===== src/rtl/deadlock_block_detector.sv =====
// Declares a kernel deadlock when a nonzero block pattern stays unchanged for STABLE_CYCLES samples.
// Define DEADLOCK_SNAPSHOT_EN to capture axis_block_sigs on block entry; otherwise block_snapshot is tied to 0.
module deadlock_block_detector #(
    parameter int AXIS_NUM      = 3,
    parameter int INST_NUM      = 1,
    parameter int STABLE_CYCLES = 4
) (
    input  logic                clock,
    input  logic                reset,
    input  logic [AXIS_NUM-1:0] axis_block_sigs,
    input  logic [INST_NUM-1:0] inst_idle_sigs,
    input  logic [INST_NUM-1:0] inst_block_sigs,
    output logic                block,
    output logic [15:0]         block_cycles,
    output logic [AXIS_NUM-1:0] block_snapshot
);

    localparam int          SIG_W    = AXIS_NUM + INST_NUM;
    localparam logic [15:0] LAST_CNT = 16'(STABLE_CYCLES - 1);

    typedef enum logic [1:0] {
        IDLE,
        WATCH,
        BLOCKED
    } state_t;

    state_t             r_state;
    state_t             w_next;
    logic [15:0]        r_cnt;
    logic [15:0]        w_cnt_next;
    logic [SIG_W-1:0]   r_sig_q;
    logic               r_block;
    logic [15:0]        r_cycles;

    logic               w_cand;
    logic [SIG_W-1:0]   w_sig;
    logic               w_same;
    logic               w_sig_load;
    logic               w_enter;
    logic               w_stay;

    assign w_cand = ((|axis_block_sigs) | (|inst_block_sigs)) & ~(&inst_idle_sigs);
    assign w_sig  = {axis_block_sigs, inst_block_sigs};
    assign w_same = (w_sig == r_sig_q);

    always_ff @(posedge clock or negedge reset) begin
        if (!reset) begin
            r_state <= IDLE;
        end else begin
            r_state <= w_next;
        end
    end

    always_comb begin
        w_next     = r_state;
        w_cnt_next = r_cnt;
        w_sig_load = 1'b0;
        w_enter    = 1'b0;
        w_stay     = 1'b0;
        case (r_state)
            IDLE: begin
                if (w_cand) begin
                    w_next     = WATCH;
                    w_cnt_next = 16'd1;
                    w_sig_load = 1'b1;
                end else begin
                    w_cnt_next = 16'd0;
                end
            end
            WATCH: begin
                if (!w_cand) begin
                    w_next     = IDLE;
                    w_cnt_next = 16'd0;
                end else if (!w_same) begin
                    // Pattern moved: the current sample starts a new run.
                    w_cnt_next = 16'd1;
                    w_sig_load = 1'b1;
                end else if (r_cnt == LAST_CNT) begin
                    w_next  = BLOCKED;
                    w_enter = 1'b1;
                end else begin
                    w_cnt_next = r_cnt + 16'd1;
                end
            end
            BLOCKED: begin
                if (w_cand && w_same) begin
                    w_stay = 1'b1;
                end else begin
                    w_next     = IDLE;
                    w_cnt_next = 16'd0;
                end
            end
            default: begin
                w_next     = IDLE;
                w_cnt_next = 16'd0;
            end
        endcase
    end

    always_ff @(posedge clock or negedge reset) begin
        if (!reset) begin
            r_cnt    <= 16'd0;
            r_sig_q  <= '0;
            r_block  <= 1'b0;
            r_cycles <= 16'd0;
        end else begin
            r_cnt   <= w_cnt_next;
            r_block <= (w_next == BLOCKED);
            if (w_sig_load) begin
                r_sig_q <= w_sig;
            end
            if (w_enter) begin
                r_cycles <= 16'd0;
            end else if (w_stay && (r_cycles != 16'hFFFF)) begin
                r_cycles <= r_cycles + 16'd1;
            end
        end
    end

`ifdef DEADLOCK_SNAPSHOT_EN
    logic [AXIS_NUM-1:0] r_snap;

    always_ff @(posedge clock or negedge reset) begin
        if (!reset) begin
            r_snap <= '0;
        end else if (w_enter) begin
            r_snap <= axis_block_sigs;
        end
    end

    assign block_snapshot = r_snap;
`else
    assign block_snapshot = '0;
`endif

    assign block        = r_block;
    assign block_cycles = r_cycles;

endmodule

===== config.mk =====
export PLATFORM = sky130hd
export DESIGN_NAME = deadlock_block_detector
export DESIGN_NICKNAME = d
export VERILOG_FILES = /design/src/rtl/deadlock_block_detector.sv
export SDC_FILE = /design/constraint.sdc
export NUM_CORES = 1
export LEC_CHECK = 0
export CORE_UTILIZATION = 41
export CTS_CLUSTER_SIZE = 10
export DETAILED_ROUTE_END_ITERATION = 12
export DONT_BUFFER_PORTS = 1
export GPL_ROUTABILITY_DRIVEN = 0
export HOLD_SLACK_MARGIN = 0.1
export MAX_ROUTING_LAYER = met4
export PLACE_DENSITY = 0.54
export SYNTH_ARGS = -nofsm -noshare
export SYNTH_HDL_FRONTEND = slang
export SYNTH_SLANG_ARGS = --single-unit
export TNS_END_PERCENT = 10

===== constraint.sdc =====
create_clock -name clock -period 2 [get_ports clock]
set_input_delay 0.3 -clock clock [delete_from_list [all_inputs] [get_ports clock]]
set_output_delay 0.3 -clock clock [all_outputs]
set_load 0.05 [all_outputs]

## Word level (Yosys, flattened, before mapping)

Cells that the tools add are included.

- Add/subtract/negate cells: 2
- Equality and inequality tests: 8
- Muxes and demuxes: 24
- Bitwise gates (word level): 3
- Reduce and logical (&&, ||, !) cells: 6

Operator list:

| kind | count |
|---|---|
| 16-bit two-way mux | 6 |
| 16-bit one-hot mux with 3 select lines | 1 |
| 16-bit by 1-bit adder with 16-bit output, second input constant | 2 |
| 16-bit by 2-bit == test with 1-bit output, second input constant | 1 |
| 16-bit != test, second input constant | 1 |
| 1-bit two-way mux | 10 |
| 2-bit two-way mux | 5 |
| 2-bit one-hot mux with 3 select lines | 1 |
| 2-bit == test, second input constant | 2 |
| 4-bit == test | 1 |
| 4-bit != test, second input constant | 1 |
| 3-bit OR reduction | 1 |
| 2-bit by 1-bit == test with 1-bit output, second input constant | 1 |
| 1-bit logical AND | 2 |
| 2-bit logical NOT | 1 |
| 2-bit != test, second input constant | 1 |
| 1-bit one-hot mux with 2 select lines | 1 |
| 2-bit AND reduction | 1 |
| 2-bit nonzero test | 1 |
| 1-bit AND | 1 |
| 1-bit NOT | 1 |
| 1-bit bitwise OR | 1 |

- Register bits: 39
- Bits of input ports: 7
- Word-level logic and storage cells: 48

## Depth between registers and ports, before layout

Gate-level depths: netlist (run 1).

- Depth in word-level cells: 9
- Gate-level depth with buffers: 8
- Depth with buffers taken out: 6

## Worst setup path before layout (run 1)

Ideal clock, no wire load.

- Path type: flip-flop to flip-flop
- Start: register r_cycles[0], in the netlist block_cycles[0]
- End: register r_cycles[4], in the netlist block_cycles[4]
- Library setup time: 78 ps
- Arrival time: 2386 ps
- Slack: -464 ps
- Cell stages (with the launch flop): 9
- Buffers on the path: 2
- Clock period less this slack: 2464 ps
- Cell sequence: dfrtp_1 ha_1 nand3_1 nor4_1 or3_1 buf_2 buf_2 o21ai_0 a21oi_1

- Word-level cells in the longest chain between the ends: 3
- Elaborated cells on any way between the ends: 6

Ends and longest elaborated chain:

| item | line | source |
|---|---|---|
| start, declared | 33 | `logic [15:0] r_cycles;` |
| start signal, assigned | 115 | `r_cycles <= r_cycles + 16'd1;` |
| 16-bit by 1-bit adder with 16-bit output / 16-bit != test (equally long branches) | 115, 114 |  |
| 16-bit two-way mux / 1-bit logical AND (equally long branches) | 114 | `end else if (w_stay && (r_cycles != 16'hFFFF)) begin` |
| 16-bit two-way mux / 2-bit nonzero test (equally long branches) | n/a |  |

Several ways; a longest one is shown, not always the timed one. The select of a mux whose other input is x is not followed.
A chain may end at the register's enable or synchronous reset.

## Final worst setup path (run 1)

- Start: register r_state[0]
- End: register r_cycles[9], in the netlist block_cycles[9]

- Word-level cells in the longest chain between the ends: 4
- Elaborated cells on any way between the ends: 7

Ends and longest elaborated chain:

| item | line | source |
|---|---|---|
| start, declared | 27 | `state_t r_state;` |
| start signal, assigned | 50 | `r_state <= w_next;` |
| 2-bit == test | 60 | `case (r_state)` |
| 1-bit two-way mux | 60 |  |
| 1-bit logical AND | 114 |  |
| 2-bit nonzero test (no source line) | n/a |  |

Several ways; a longest one is shown, not always the timed one.

==> flow_results.xml, run 1 <==
<?xml version="1.0" encoding="UTF-8"?>
<metrics>
  <group name="global_route">
    <metric name="globalRouteTotalUtil" unit="%">21.41</metric>
    <metric name="antenna_violations_before_repair" unit="">0</metric>
    <metric name="grt_max_degree" unit="">40</metric>
    <metric name="grt_pass1_vias" unit="">1733</metric>
    <metric name="grt_pass1_wl" unit="µm">8763</metric>
    <metric name="grt_remaining_overflow" unit="">0</metric>
  </group>
  <group name="cells_and_area">
    <metric name="sequential_cell_area" unit="µm²">984.7</metric>
    <metric name="finalNetCount" unit="">278</metric>
    <metric name="final_layout_size_suffix_gt1_share" unit="%">23.70</metric>
    <metric name="final_cell_area" unit="mm²">0.002651</metric>
    <metric name="diode_insertion_count_for_antenna_repair" unit="">0</metric>
    <metric name="layout.cells.most_common_list" unit="">35 x buf_4, 32 x dfrtp_1, 20 x nand2_1</metric>
    <metric name="syn_to_final_growth" unit="%">22.49</metric>
    <metric name="multiInputGateArea" unit="mm²">0.001139</metric>
    <metric name="mostFrequentLayoutCell" unit="">buf_4</metric>
    <metric name="final_cells" unit="">340</metric>
    <metric name="final.fill_count" unit="">491</metric>
  </group>
  <group name="timing">
    <metric name="hold_viol_final" unit="">0</metric>
    <metric name="slew_at_the_pin_closest_to_its_max_slew_limit" unit="ns">0.5626</metric>
    <metric name="final_critical_delay_including_setup_and_external_delays" unit="ns">1.980</metric>
    <metric name="achievable-frequency" unit="GHz">0.5052</metric>
    <metric name="worst_hold_slack" unit="ns">0.1521</metric>
    <metric name="unrepaired_setup_endpoints_after_global_routing" unit="">yes</metric>
    <metric name="drv_slew" unit="">0</metric>
    <metric name="post-route-period-util" unit="%">98.98</metric>
    <metric name="final.setup_skew" unit="ns">0.009547</metric>
    <metric name="max-slew-margin-rel" unit="%">62.15</metric>
    <metric name="setup_violations" unit="">0</metric>
  </group>
  <group name="placement">
    <metric name="numPlacedInstances" unit="">330</metric>
    <metric name="detailed_place_hpwl" unit="µm">3705</metric>
    <metric name="placement.io_buffers" unit="">0</metric>
    <metric name="post_dp_cell_area" unit="mm²">0.002460</metric>
  </group>
  <group name="min_path">
    <metric name="holdCritPathClass" unit="">in -&gt; reg</metric>
    <metric name="hold_depth" unit="">1</metric>
    <metric name="timing.hold.worst.start" unit="">axis_block_sigs[1]</metric>
  </group>
  <group name="route">
    <metric name="detail_route.vias_per_cell" unit="">5.535</metric>
    <metric name="met3_wirelength" unit="µm">205</metric>
    <metric name="avgRoutedWirePerCell" unit="µm">15.19</metric>
    <metric name="drt-met1-wl" unit="µm">2655</metric>
    <metric name="routed.top_layer" unit="">met4</metric>
    <metric name="remaining_drc_errors" unit="">0</metric>
    <metric name="detailedRoute.firstIterationViolations" unit="">143</metric>
    <metric name="drtAntennaViolNets" unit="">0</metric>
    <metric name="first_pass_iters" unit="">4</metric>
    <metric name="drt_wl_total" unit="µm">5163</metric>
    <metric name="routed-wl-met2" unit="µm">2261</metric>
    <metric name="routed-via-count" unit="">1882</metric>
  </group>
  <group name="synthesis">
    <metric name="synth_adder_area_share" unit="%">1.156</metric>
    <metric name="synth_cell_types" unit="">35</metric>
    <metric name="synthCells" unit="">238</metric>
    <metric name="synthesis.area_per_instance" unit="µm²">9.095</metric>
    <metric name="dominantRegCellSynth" unit="">dfrtp_1</metric>
    <metric name="synthXorXnorAreaFrac" unit="%">5.260</metric>
    <metric name="synth_enable_flop_cells" unit="">0</metric>
    <metric name="post_synth_instance_area" unit="mm²">0.002165</metric>
    <metric name="yosys_register_bits" unit="">39</metric>
    <metric name="yosysSeqAreaShare" unit="%">45.09</metric>
    <metric name="synth_largest_type_area_fraction" unit="%">45.09</metric>
    <metric name="cell_type_with_the_largest_total_area_after_synthesis" unit="">dfrtp_1</metric>
    <metric name="mux_share_of_post_synthesis_cell_area" unit="%">3.006</metric>
    <metric name="async_flop_share" unit="%">100.0</metric>
    <metric name="combinational_family_with_the_most_area_after_synthesis" unit="">simple AND/OR/NAND/NOR gates</metric>
    <metric name="yosys_warnings" unit="">0</metric>
    <metric name="yosys-top-cells-area" unit="">dfrtp_1 45%, xnor2_1 4.5%, o21ai_0 4.2%</metric>
    <metric name="synth_compound_area_share" unit="%">13.12</metric>
    <metric name="simple_gate_share_of_the_synthesized_area" unit="%">27.92</metric>
  </group>
  <group name="clock_tree">
    <metric name="clockBufferDepth" unit="">2</metric>
    <metric name="root_buffer" unit="">clkbuf_8</metric>
    <metric name="total_clock_sinks" unit="">39</metric>
    <metric name="cts_setup_buffers" unit="">0</metric>
    <metric name="numCtsBuffers" unit="">5</metric>
    <metric name="clkSlewWorstSetupHoldPaths" unit="ns">0.08</metric>
    <metric name="clock_insertion_delay_worst_skew" unit="ns">0.29</metric>
    <metric name="cts_tree" unit="">yes</metric>
    <metric name="cts-htree-levels" unit="">2</metric>
  </group>
  <group name="critical_path">
    <metric name="crit_type" unit="">reg -&gt; reg</metric>
    <metric name="data_arrival_at_the_endpoint_of_the_critical_path" unit="ns">2.20</metric>
    <metric name="worstPathMaxFanout" unit="">13</metric>
    <metric name="worstSetupEndpointType" unit="">flop</metric>
    <metric name="ff2ff_path_depth" unit="">4</metric>
    <metric name="startpoint_type" unit="">flop</metric>
    <metric name="regToRegStartpoint" unit="">r_state[0]$_DFF_PN0_</metric>
    <metric name="worst_setup_path_startpoint" unit="">r_state[0]$_DFF_PN0_</metric>
    <metric name="worst_ep_required_time" unit="ns">2.22</metric>
  </group>
  <group name="power">
    <metric name="worst_ir_drop_vdd" unit="mV">0.3903</metric>
    <metric name="static_leak" unit="µW">0.001101</metric>
    <metric name="power_density" unit="mW/mm²">631.5</metric>
    <metric name="total_power" unit="µW">1674</metric>
  </group>
  <group name="floorplanning">
    <metric name="die-width" unit="µm">74.66</metric>
    <metric name="io_pins" unit="">27</metric>
    <metric name="coreArea" unit="mm²">0.005107</metric>
    <metric name="die_area" unit="mm²">0.005574</metric>
    <metric name="floorplan.initialDensity" unit="%">42.38</metric>
    <metric name="core.rowCount" unit="">26</metric>
    <metric name="dieHeight" unit="µm">74.66</metric>
  </group>
  <group name="job">
    <metric name="drv_cap" unit="">0</metric>
  </group>
  <group name="outcome">
    <metric name="run_status" unit="">complete, no violations</metric>
  </group>
</metrics>
## final cells by class
class	instances	area share [%]
Clock buffer	6	2.737
Timing Repair Buffer	37	11.04
Clock inverter	2	2.265
Tap cell	70	3.303
Inverter	4	0.5663
Sequential cell	39	37.14
Multi-Input combinational cell	182	42.94
## synth_stat cells, drive strengths merged, types with 4 or more instances
cell and number:
and3 7, mux2 4, clkbuf 9, a22o 4, nor2 16, nor3 9, or4 7, a31oi 4
or3 5, nand2 20, dfrtp 39, o31ai 5, nand4 11, inv 4, xnor2 11, o21ai 19
buf 6, nand3 13, nor4 11, a21oi 11
## registers in the layout, summed over array words and instances, names as in the netlist
register / flops
r_sig_q: 4
r_cnt: 16
block_cycles: 16
block: 1
r_state: 2
## power by group
| part | switching (µW) | internal (µW) |
|---|---|---|
| Sequential | 9.12 | 800 |
| Combinational | 57.8 | 34.9 |
| Clock | 274 | 499 |
| Total | 341 | 1330 |
## worst max-delay path, cell delays in order, from the launching register on
cell and delay, ns:
dfrtp_1 0.38, or4b_4 0.53, or3_4 0.45, or4_1 0.42, a21oi_1 0.13
## metal layers
layer | track usage (%) | vias up
met5 | - | -
met4 | 7.128 | 0
met3 | 4.016 | 4
met2 | 29.33 | 39
met1 | 31.57 | 899
li1 | - | 940
## cells by family (layout without fill, tap and decap cells)
group / after synthesis / count (layout)
simple gates: 110 / 110
flops: 39 / 39
fa+ha+maj: 2 / 2
mux: 6 / 6
compound gates: 48 / 48
other cells: 1 / 3
buf+inv: 19 / 49
xor+xnor: 13 / 13
## final timing paths
check                                               to  slack (ns)
setup / recovery           block_cycles[9]$_DFFE_PN0P_        0.02
hold / removal                  r_sig_q[2]$_DFFE_PN0P_        0.15
min in group asynchronous        r_cnt[12]$_DFFE_PN0P_        0.49
max in group asynchronous  block_cycles[0]$_DFFE_PN0P_        1.31
setup reg to reg           block_cycles[9]$_DFFE_PN0P_        0.02
hold reg to reg                  r_cnt[11]$_DFFE_PN0P_        0.54
## timing repair
item	in CTS	in global routing
pin swaps	1	0
cloned	0	0
gates resized for setup	1	6
setup endpoints to repair	7	14
hold buffers	2	0
endpoints found under the hold margin	39	0
## through the flow
step	util, %	setup slack (ns)	setup TNS (ns)
global placement	48.16	-0.09486	-0.4550
detailed placement	48.16	-0.1025	-0.5373
global route	51.91	-0.06837	-0.2853
floorplan	-	-0.1082	-0.7266
CTS	51.45	0.01168	0
finish	51.91	0.02043	0
Note: power is estimated with default switching activity, not from simulation.
==> inputs of run 2 (changes only) <==
==> constraint.sdc (replaced) <==
create_clock -name clock -period 2 [get_ports clock]
set_input_delay 0.4 -clock clock [delete_from_list [all_inputs] [get_ports clock]]
set_output_delay 0.4 -clock clock [all_outputs]
set_load 0.05 [all_outputs]
==> run 2 against run 1 <==
The flow now finishes with violations (setup timing). Register-to-register slack worse by 0.13 ns. Maximum frequency is 6.0% lower. Utilization is 1.1 points higher. Combinational power is 2% higher. Critical path depth is 1 higher. Design area is 2.0% higher. Via count is 3.7% higher. Power is 5.2% lower. First-iteration DRC count is 11% lower. Hold slack better by 0.10 ns. Sequential cell count stayed put. Largest cell class unchanged.
==> flow_results.xml, run 2 (synthesis gave the netlist of run 1 again) <==
<?xml version="1.0" encoding="UTF-8"?>
<metrics>
  <group name="placement">
    <metric name="dpl_worst_slack" unit="ns">-0.2115</metric>
    <metric name="detailed_place_hpwl" unit="µm">3759</metric>
    <metric name="post_dp_cell_area" unit="mm²">0.002484</metric>
    <metric name="placement.io_buffers" unit="">0</metric>
  </group>
  <group name="route">
    <metric name="routed-via-count" unit="">1951</metric>
    <metric name="remaining_drc_errors" unit="">0</metric>
    <metric name="first_pass_iters" unit="">4</metric>
    <metric name="avgRoutedWirePerCell" unit="µm">15.55</metric>
    <metric name="detail_route.vias_per_cell" unit="">5.622</metric>
    <metric name="drtAntennaViolNets" unit="">0</metric>
    <metric name="detailedRoute.firstIterationViolations" unit="">127</metric>
    <metric name="drt_wl_total" unit="µm">5395</metric>
  </group>
  <group name="clock_tree">
    <metric name="clkSlewWorstSetupHoldPaths" unit="ns">0.08</metric>
    <metric name="total_clock_sinks" unit="">39</metric>
    <metric name="root_buffer" unit="">clkbuf_8</metric>
    <metric name="clock_insertion_delay_worst_skew" unit="ns">0.29</metric>
    <metric name="numCtsBuffers" unit="">5</metric>
    <metric name="clockBufferDepth" unit="">2</metric>
    <metric name="cts-htree-levels" unit="">2</metric>
    <metric name="cts_tree" unit="">yes</metric>
  </group>
  <group name="critical_path">
    <metric name="startpoint_type" unit="">flop</metric>
    <metric name="crit_cells" unit="">5</metric>
    <metric name="regToRegStartpoint" unit="">r_state[0]$_DFF_PN0_</metric>
    <metric name="worst_path_max_delay_cell" unit="">or4b_4</metric>
    <metric name="worst_setup_path_startpoint" unit="">r_state[0]$_DFF_PN0_</metric>
    <metric name="ff2ff_path_depth" unit="">5</metric>
    <metric name="data_arrival_at_the_endpoint_of_the_critical_path" unit="ns">2.33</metric>
    <metric name="worstPathMaxFanout" unit="">6</metric>
    <metric name="worst_path_largest_cell_delay" unit="ns">0.51</metric>
    <metric name="crit_type" unit="">reg -&gt; reg</metric>
    <metric name="worstSetupEndpointType" unit="">flop</metric>
    <metric name="worst_ep_required_time" unit="ns">2.22</metric>
    <metric name="cp_top_family" unit="">simple AND/OR/NAND/NOR gates</metric>
    <metric name="worstPathBufferInverterCount" unit="">1</metric>
    <metric name="cp_cell_sequence" unit="">or4b_4, or3_4, buf_4, or4_1, a21oi_1</metric>
  </group>
  <group name="floorplanning">
    <metric name="core.rowCount" unit="">26</metric>
    <metric name="io_pins" unit="">27</metric>
    <metric name="die-width" unit="µm">74.66</metric>
    <metric name="floorplan.initialDensity" unit="%">42.38</metric>
    <metric name="dieHeight" unit="µm">74.66</metric>
    <metric name="die_area" unit="mm²">0.005574</metric>
    <metric name="coreArea" unit="mm²">0.005107</metric>
  </group>
  <group name="timing">
    <metric name="final_setup_margin" unit="ns">-0.1055</metric>
    <metric name="final.setup_skew" unit="ns">0.007393</metric>
    <metric name="post-route-period-util" unit="%">105.3</metric>
    <metric name="drv_slew" unit="">0</metric>
    <metric name="slew_at_the_pin_closest_to_its_max_slew_limit" unit="ns">0.5346</metric>
    <metric name="unrepaired_setup_endpoints_after_global_routing" unit="">yes</metric>
    <metric name="achievable-frequency" unit="GHz">0.4749</metric>
    <metric name="final_critical_delay_including_setup_and_external_delays" unit="ns">2.106</metric>
    <metric name="worst_hold_slack" unit="ns">0.2559</metric>
    <metric name="max-slew-margin-rel" unit="%">64.03</metric>
    <metric name="setup_violations" unit="">5</metric>
    <metric name="totalNegativeSetupSlack" unit="ns">-0.2565</metric>
    <metric name="hold_viol_final" unit="">0</metric>
  </group>
  <group name="outcome">
    <metric name="failing_checks" unit="">setup timing</metric>
    <metric name="run_status" unit="">complete, but fails checks</metric>
  </group>
  <group name="power">
    <metric name="total_power" unit="µW">1587</metric>
    <metric name="static_leak" unit="µW">0.001137</metric>
    <metric name="p_switching" unit="µW">346.5</metric>
    <metric name="power_density" unit="mW/mm²">586.7</metric>
    <metric name="p_int" unit="µW">1241</metric>
    <metric name="power.share.combinational" unit="%">6.0</metric>
    <metric name="pwr-share-seq" unit="%">51.0</metric>
    <metric name="sw_share" unit="%">21.83</metric>
    <metric name="worst_ir_drop_vdd" unit="mV">0.3882</metric>
    <metric name="clkPwrFrac" unit="%">43.0</metric>
  </group>
  <group name="global_route">
    <metric name="antenna_violations_before_repair" unit="">0</metric>
    <metric name="grt_pass1_wl" unit="µm">8852</metric>
    <metric name="grt_max_degree" unit="">40</metric>
    <metric name="globalRouteTotalUtil" unit="%">21.70</metric>
    <metric name="grt_pass1_vias" unit="">1789</metric>
    <metric name="grt_remaining_overflow" unit="">0</metric>
  </group>
  <group name="cells_and_area">
    <metric name="final_layout_size_suffix_gt1_share" unit="%">24.91</metric>
    <metric name="mostFrequentLayoutCell" unit="">buf_4</metric>
    <metric name="diode_insertion_count_for_antenna_repair" unit="">0</metric>
    <metric name="layout.cells.most_common_list" unit="">41 x buf_4, 37 x dfrtp_1, 20 x nand2_1</metric>
    <metric name="final.fill_count" unit="">486</metric>
    <metric name="finalNetCount" unit="">285</metric>
    <metric name="syn_to_final_growth" unit="%">24.97</metric>
    <metric name="final_cell_area" unit="mm²">0.002705</metric>
  </group>
  <group name="min_path">
    <metric name="hold_depth" unit="">1</metric>
    <metric name="holdCritPathClass" unit="">in -&gt; reg</metric>
    <metric name="timing.hold.worst.start" unit="">axis_block_sigs[0]</metric>
  </group>
  <group name="job">
    <metric name="drv_cap" unit="">0</metric>
  </group>
</metrics>
[run 2: metrics by stage]
stage	instances	utilization, %
floorplan	240	-
global placement	334	48.63
detailed placement	334	48.63
CTS	344	51.67
global route	347	52.96
finish	347	52.96
[run 2: layout make-up]
| class | instances | area (µm²) | share of cell area, % |
|---|---|---|---|
| clock buffers | 6 | 82.58 | 3.053 |
| inverters | 4 | 15.01 | 0.5550 |
| clock inverters | 2 | 35.03 | 1.295 |
| flip-flops and latches | 39 | 978.4 | 36.17 |
| multi-input cells | 182 | 1157 | 42.78 |
| repair buffers | 44 | 349.1 | 12.90 |
| well taps | 70 | 87.58 | 3.238 |
[run 2: power groups by stage]
stage	registers (µW)	logic, µW	clock network, µW
floorplan	823	62.2	0
global placement	825	71.2	0
detailed placement	825	72.3	0
CTS	809	95.7	702
global route	811	107	741
finish	809	94.8	683
[run 2: worst paths after layout]
path	end	slack, ns
min	r_sig_q[1]$_DFFE_PN0P_	0.26
max	block_cycles[12]$_DFFE_PN0P_	-0.11
min in group asynchronous	block_cycles[9]$_DFFE_PN0P_	0.58
min reg2reg	r_sig_q[1]$_DFFE_PN0P_	0.54
max in group asynchronous	block_cycles[0]$_DFFE_PN0P_	1.20
max reg2reg	block_cycles[12]$_DFFE_PN0P_	-0.11
[run 2: per-layer routing]
layer | track usage (%) | vias to the layer above | part of all wire, %
met4 | 7.128 | 0 | 1.5
met5 | - | - | 0
met3 | 4.284 | 6 | 3.9
met1 | 30.90 | 943 | 50
li1 | - | 964 | -
met2 | 30.83 | 38 | 44
[run 2: repair_timing]
item,4_1_cts,5_1_grt
setup buffers,0,3
hold buffers,2,0
resized for setup,2,10
setup endpoints to repair,15,14
pin swaps,0,5
endpoints found under the hold margin,39,0
